### src/rtl/cmd_point_stack_pkg.sv
// rtl/cmd_point_stack_pkg.sv - opcode encodings shared by the pointer and the command decoder
package cmd_point_stack_pkg;

    localparam logic [2:0] NUL  = 3'b000;
    localparam logic [2:0] JMP  = 3'b001;
    localparam logic [2:0] SJF  = 3'b010;
    localparam logic [2:0] CALL = 3'b011;
    localparam logic [2:0] SJB  = 3'b100;
    localparam logic [2:0] RET  = 3'b101;
    localparam logic [2:0] HOLD = 3'b110;
    localparam logic [2:0] CLR  = 3'b111;

endpackage

### src/rtl/cmd_point_stack_cmd_stack.sv
// rtl/cmd_point_stack_cmd_stack.sv - return-address LIFO with level counter
module cmd_stack #(
    parameter int BUS_WIDTH   = 32,
    parameter int STACK_DEPTH = 8
) (
    input  logic                                 clk,
    input  logic                                 reset,
    input  logic                                 push,
    input  logic                                 pop,
    input  logic [BUS_WIDTH-1:0]                 din,
    output logic [BUS_WIDTH-1:0]                 dout,
    output logic [$clog2(STACK_DEPTH+1)-1:0]     level,
    output logic                                 full,
    output logic                                 empty
);

    localparam int LW = $clog2(STACK_DEPTH + 1);
    localparam int IW = $clog2(STACK_DEPTH);

    logic [BUS_WIDTH-1:0] mem [STACK_DEPTH];
    logic [LW-1:0]        top_lvl;
    logic                 do_push;
    logic                 do_pop;

    assign full    = (level == LW'(STACK_DEPTH));
    assign empty   = (level == '0);
    assign do_push = push & ~full;
    assign do_pop  = pop & ~empty & ~push;
    assign top_lvl = level - LW'(1);

    // Top entry is read combinationally so RET completes in the accepting cycle.
    assign dout = empty ? '0 : mem[top_lvl[IW-1:0]];

    always_ff @(posedge clk) begin
        if (do_push) begin
            mem[level[IW-1:0]] <= din;
        end
    end

    always_ff @(posedge clk) begin
        if (reset) begin
            level <= '0;
        end else if (do_push) begin
            level <= level + LW'(1);
        end else if (do_pop) begin
            level <= level - LW'(1);
        end
    end

endmodule

### src/rtl/cmd_point_stack.sv
// rtl/cmd_point_stack.sv - command-address pointer with handshake, CALL/RET stack and sticky faults
module cmd_point_stack
    import cmd_point_stack_pkg::*;
#(
    parameter int BUS_WIDTH   = 32,
    parameter int STACK_DEPTH = 8,
    parameter int STEP        = 1
) (
    input  logic                                 clk,
    input  logic                                 reset,
    input  logic                                 cmd_valid,
    output logic                                 cmd_ready,
    input  logic [2:0]                           opcode,
    input  logic [BUS_WIDTH-1:0]                 addr_to,
    output logic [BUS_WIDTH-1:0]                 addr_point,
    output logic                                 ready,
    output logic [$clog2(STACK_DEPTH+1)-1:0]     stack_level,
    output logic                                 overflow,
    output logic                                 underflow
);

    localparam logic [BUS_WIDTH-1:0] STEP_W = BUS_WIDTH'(STEP);

    logic                 accept;
    logic                 push;
    logic                 pop;
    logic                 full;
    logic                 empty;
    logic [BUS_WIDTH-1:0] top;
    logic [BUS_WIDTH-1:0] next_seq;

    assign cmd_ready = ready;
    assign accept    = cmd_valid & ready;
    assign next_seq  = addr_point + STEP_W;
    assign push      = accept && (opcode == CALL);
    assign pop       = accept && (opcode == RET);

    cmd_stack #(
        .BUS_WIDTH   (BUS_WIDTH),
        .STACK_DEPTH (STACK_DEPTH)
    ) u_stack (
        .clk   (clk),
        .reset (reset),
        .push  (push),
        .pop   (pop),
        .din   (next_seq),
        .dout  (top),
        .level (stack_level),
        .full  (full),
        .empty (empty)
    );

    always_ff @(posedge clk) begin
        if (reset) begin
            addr_point <= '0;
            ready      <= 1'b0;
            overflow   <= 1'b0;
            underflow  <= 1'b0;
        end else begin
            ready <= 1'b1;
            if (accept) begin
                case (opcode)
                    NUL:  addr_point <= next_seq;
                    JMP:  addr_point <= addr_to;
                    SJF:  addr_point <= addr_point + addr_to;
                    SJB:  addr_point <= addr_point - addr_to;
                    CALL: begin
                        if (full) overflow <= 1'b1;
                        else      addr_point <= addr_to;
                    end
                    RET: begin
                        if (empty) underflow <= 1'b1;
                        else       addr_point <= top;
                    end
                    CLR: begin
                        overflow   <= 1'b0;
                        underflow  <= 1'b0;
                        addr_point <= next_seq;
                    end
                    default: addr_point <= addr_point;
                endcase
            end
        end
    end

endmodule

### config.mk
export PLATFORM = sky130hd
export DESIGN_NAME = cmd_point_stack
export DESIGN_NICKNAME = d
export VERILOG_FILES = /design/src/rtl/cmd_point_stack_pkg.sv /design/src/rtl/cmd_point_stack_cmd_stack.sv /design/src/rtl/cmd_point_stack.sv
export SDC_FILE = /design/constraint.sdc
export NUM_CORES = 1
export LEC_CHECK = 0
export ABC_AREA = 1
export CAP_MARGIN = 20
export CORE_ASPECT_RATIO = 0.8
export CORE_UTILIZATION = 40
export CTS_BUF_LIST = sky130_fd_sc_hd__clkbuf_8 sky130_fd_sc_hd__clkbuf_16
export DETAILED_ROUTE_END_ITERATION = 16
export PLACE_DENSITY = 0.55
export SETUP_SLACK_MARGIN = 0.15
export SYNTH_ARGS = -nofsm -noshare
export SYNTH_HDL_FRONTEND = slang
export SYNTH_SLANG_ARGS = --single-unit
### constraint.sdc
create_clock -name clk -period 4.6 [get_ports clk]
set_input_delay 0.92 -clock clk [delete_from_list [all_inputs] [get_ports clk]]
set_output_delay 0.92 -clock clk [all_outputs]
set_load 0.1 [all_outputs]
==> metrics.yaml <==
routing:
  ant_nets: 0
  drt-total-wl_mm: 54.5
  viasPerCell: 5.35
  drc: 0
  wl_per_cell_um: 21.1
  dr.pass1.iters: 5
  first_iter_violations: 1549
  vias: 13848
clock_network:
  htreeDepth: 1
  cts.path.max_buffers: 3
  cts-root-buf: "clkbuf_16"
  hold_buffers: 0
  worstSkewPairLatency_ns: 0.56
  cts_sinks: 295
  cts_buffers: 28
  cts_tree: "yes"
  clk_pin_slew_worst_paths_ns: 0.07
power_and_ir_drop:
  p_leak_nw: 7.61
  vdd_drop_max_v: 0.000251
  power-per-cell-area_mw_per_mm2: 360
placed_design:
  hpwl_mm: 38.4
  place_congestion: 0.971
  dpl_worst_slack_ns: -0.0306
  dp.cells: 2538
  portBuffers: 77
  place_area_mm2: 0.0180
timing:
  max-slew-margin-rel_pct: 31.0
  rsz0062_at_grt: "no"
  clock_skew_ns: 0.0130
  fin_crit_ns: 4.05
  setup_viol: 0
  whs_ns: 0.513
  setup_slack_ns: 0.555
  max_freq_mhz: 247
  report.final.slew_viol_count: 0
  worst-slew-pin-transition_ns: 1.03
  finalCritPeriodShare_pct: 87.9
  setup_tns_ns: 0
  finalHoldViolCount: 0
logic_synthesis:
  syn_nets: 2016
  syn_area_mm2: 0.0163
  ys_seq_elements: 295
  synth-edff-count: 256
  synthFlopType: "edfxtp_1"
  synthArstFlopShare_pct: 0
  avgSynthCellArea_um2: 8.40
  netlist_instances: 1942
  synth-seq-area-share_pct: 51.9
  yosysWarnings: 0
  synth_cell_types: 45
outcome:
  status: "complete, no violations"
die:
  fp.dieW_um: 228
  die-area_mm2: 0.0416
  initial_utilization_pct: 40.9
  row_count: 65
  ioPinCount: 78
  die_height_um: 183
  coreArea_mm2: 0.0399
critical_path:
  r2r-start: "u_stack.level[1]"
  cp.depth: 26
  r2r_cells: 11
  crit_arrival_ns: 4.48
  r2r_slack_ns: 1.13
  crit_top_cell: "nand2_1"
  critPathTopFamily: "simple AND/OR/NAND/NOR gates"
  crit_path_start: "addr_to[0]"
  slowest_delay_ns: 0.45
  crit_buf_inv: 6
  path_max_fanout: 5
  crit_slowest_cell: "clkdlybuf4s50_1"
  cp-end-kind: "register"
  path_class: "primary input to register"
  critPathLaunchType: "primary input"
  cp.required_ns: 5.03
cells_and_area:
  nets: 2106
  diodes: 0
  n_fill_cell: 3946
  finalInstanceArea_mm2: 0.0189
  area_delta_synth_final_pct: 15.9
  drive_gt1_share_pct: 6.87
  fin_cells: 2588
worst_hold_path:
  hold-path-cell-count: 2
  min_path_type: "register to register"
  min_from: "underflow"
global_routing:
  grt_overflow_total: 0
  track_usage_pct: 26.0
  antenna_found_initial: 0
  grt_pass1_wl_mm: 81.1
  grt_max_degree: 71
  grt_pass1_vias: 12731
run:
  drv_cap: 0
[path summary, 6_finish.rpt]
check                                 endpoint
worst max-delay path            addr_point[31]
worst max register to register   addr_point[7]
worst min-delay path                 underflow
worst min register to register       underflow
[cell usage in the layout (no fill, tap or decap), types with 5 or more instances in the layout]
cell / count
nand2_1: 428
nor2_1: 272
edfxtp_1: 256
inv_1: 233
o21ai_0: 171
nand3_1: 121
a21oi_1: 81
clkdlybuf4s50_1: 76
buf_4: 56
xor2_1: 40
dfxtp_1: 38
ha_1: 34
clkbuf_16: 29
o211ai_1: 25
o221ai_1: 24
nor3_1: 23
nand4_1: 19
o22ai_1: 19
or2_2: 16
nand3b_1: 8
xnor2_1: 6
o21bai_1: 6
a41oi_1: 6
clkinv_2: 5
a211oi_1: 5
[layout make-up]
class	count	area [um2]	area share (%)
flip-flops and latches	295	8470	44.8
repair buffers	135	1240	6.56
multi-input cells	1340	6730	35.6
clock buffers	32	767	4.05
clock inverters	18	164	0.866
inverters	232	872	4.61
well taps	536	671	3.54
[layer usage]
metal  vias to the layer above  global-route usage [%]  part of all wire (%)
li1                       6730                       -                     -
met1                      6564                    39.0                    47
met2                       492                    38.4                    42
met3                        62                    5.92                   8.5
met4                         0                    4.68                   1.7
met5                         -                       0                     0
[metrics by stage]
step	util [%]	total power, mW
6_report	47.5	6.81
3_5_place_dp	45.1	4.49
2_1_floorplan	-	3.99
5_1_grt	47.5	7.08
3_3_place_gp	45.1	4.49
4_1_cts	47.5	6.84
[power by group]
part	internal (mW)	switching [mW]
combinational	0.430	1.01
clock	1.35	1.01
sequential	2.94	0.0604
total	4.73	2.08
[state kept, by name (all words and copies together), names as in the netlist]
name	cells
underflow	1
overflow	1
u_stack.mem	256
cmd_ready	1
addr_point	32
u_stack.level	4
[cells in the mapped netlist, types with 2 or more instances]
library cell | number | share of area [%]
xor2_1 | 40 | 2.1
o21ai_1 | 2 | 0.061
clkinv_1 | 2 | 0.046
a21oi_1 | 81 | 2.5
nand2_1 | 428 | 9.8
nor4_1 | 2 | 0.077
o21bai_1 | 6 | 0.28
o21ai_0 | 171 | 5.2
a31oi_1 | 3 | 0.12
xnor2_1 | 6 | 0.32
edfxtp_1 | 256 | 47
a41oi_1 | 6 | 0.32
a21boi_0 | 2 | 0.092
nand3b_1 | 8 | 0.37
inv_2 | 3 | 0.069
and2_1 | 2 | 0.077
clkbuf_1 | 38 | 0.87
o221ai_1 | 24 | 1.3
inv_1 | 227 | 5.2
nor2_1 | 274 | 6.3
nand4_1 | 19 | 0.73
o22ai_1 | 19 | 0.73
buf_1 | 3 | 0.069
or2_2 | 16 | 0.61
nand3_1 | 121 | 3.7
buf_2 | 33 | 1.0
nor3_2 | 2 | 0.12
ha_1 | 35 | 2.7
nor2_2 | 2 | 0.077
a211oi_1 | 5 | 0.23
dfxtp_1 | 39 | 4.8
a21o_1 | 3 | 0.14
nor3_1 | 28 | 0.86
o211ai_1 | 25 | 1.2
[repair_timing]
action	in CTS	in global routing
endpoints found under the setup margin	0	2
buffers inserted	0	0
resized for setup	0	1
[cell families after synthesis]
group	synth area share, %
AOI/OAI and AO/OA	12.3
xor gates and xnor gates	2.57
adders and majority gates	2.81
buffers and inverters	7.34
DFF	51.9
and+or+nand+nor	23.1
[worst reg2reg max path: stages, from the launching register on]
cell and delay, ns:
dfxtp_1 0.51, inv_1 0.25, ha_2 0.56, buf_4 0.62, o21ai_0 0.22, nor2_1 0.14
a21oi_1 0.05, o21ai_0 0.43, a21oi_1 0.26, nand2_1 0.10, o21ai_0 0.07, a21oi_1 0.16
(Power assumes the default switching activity.)
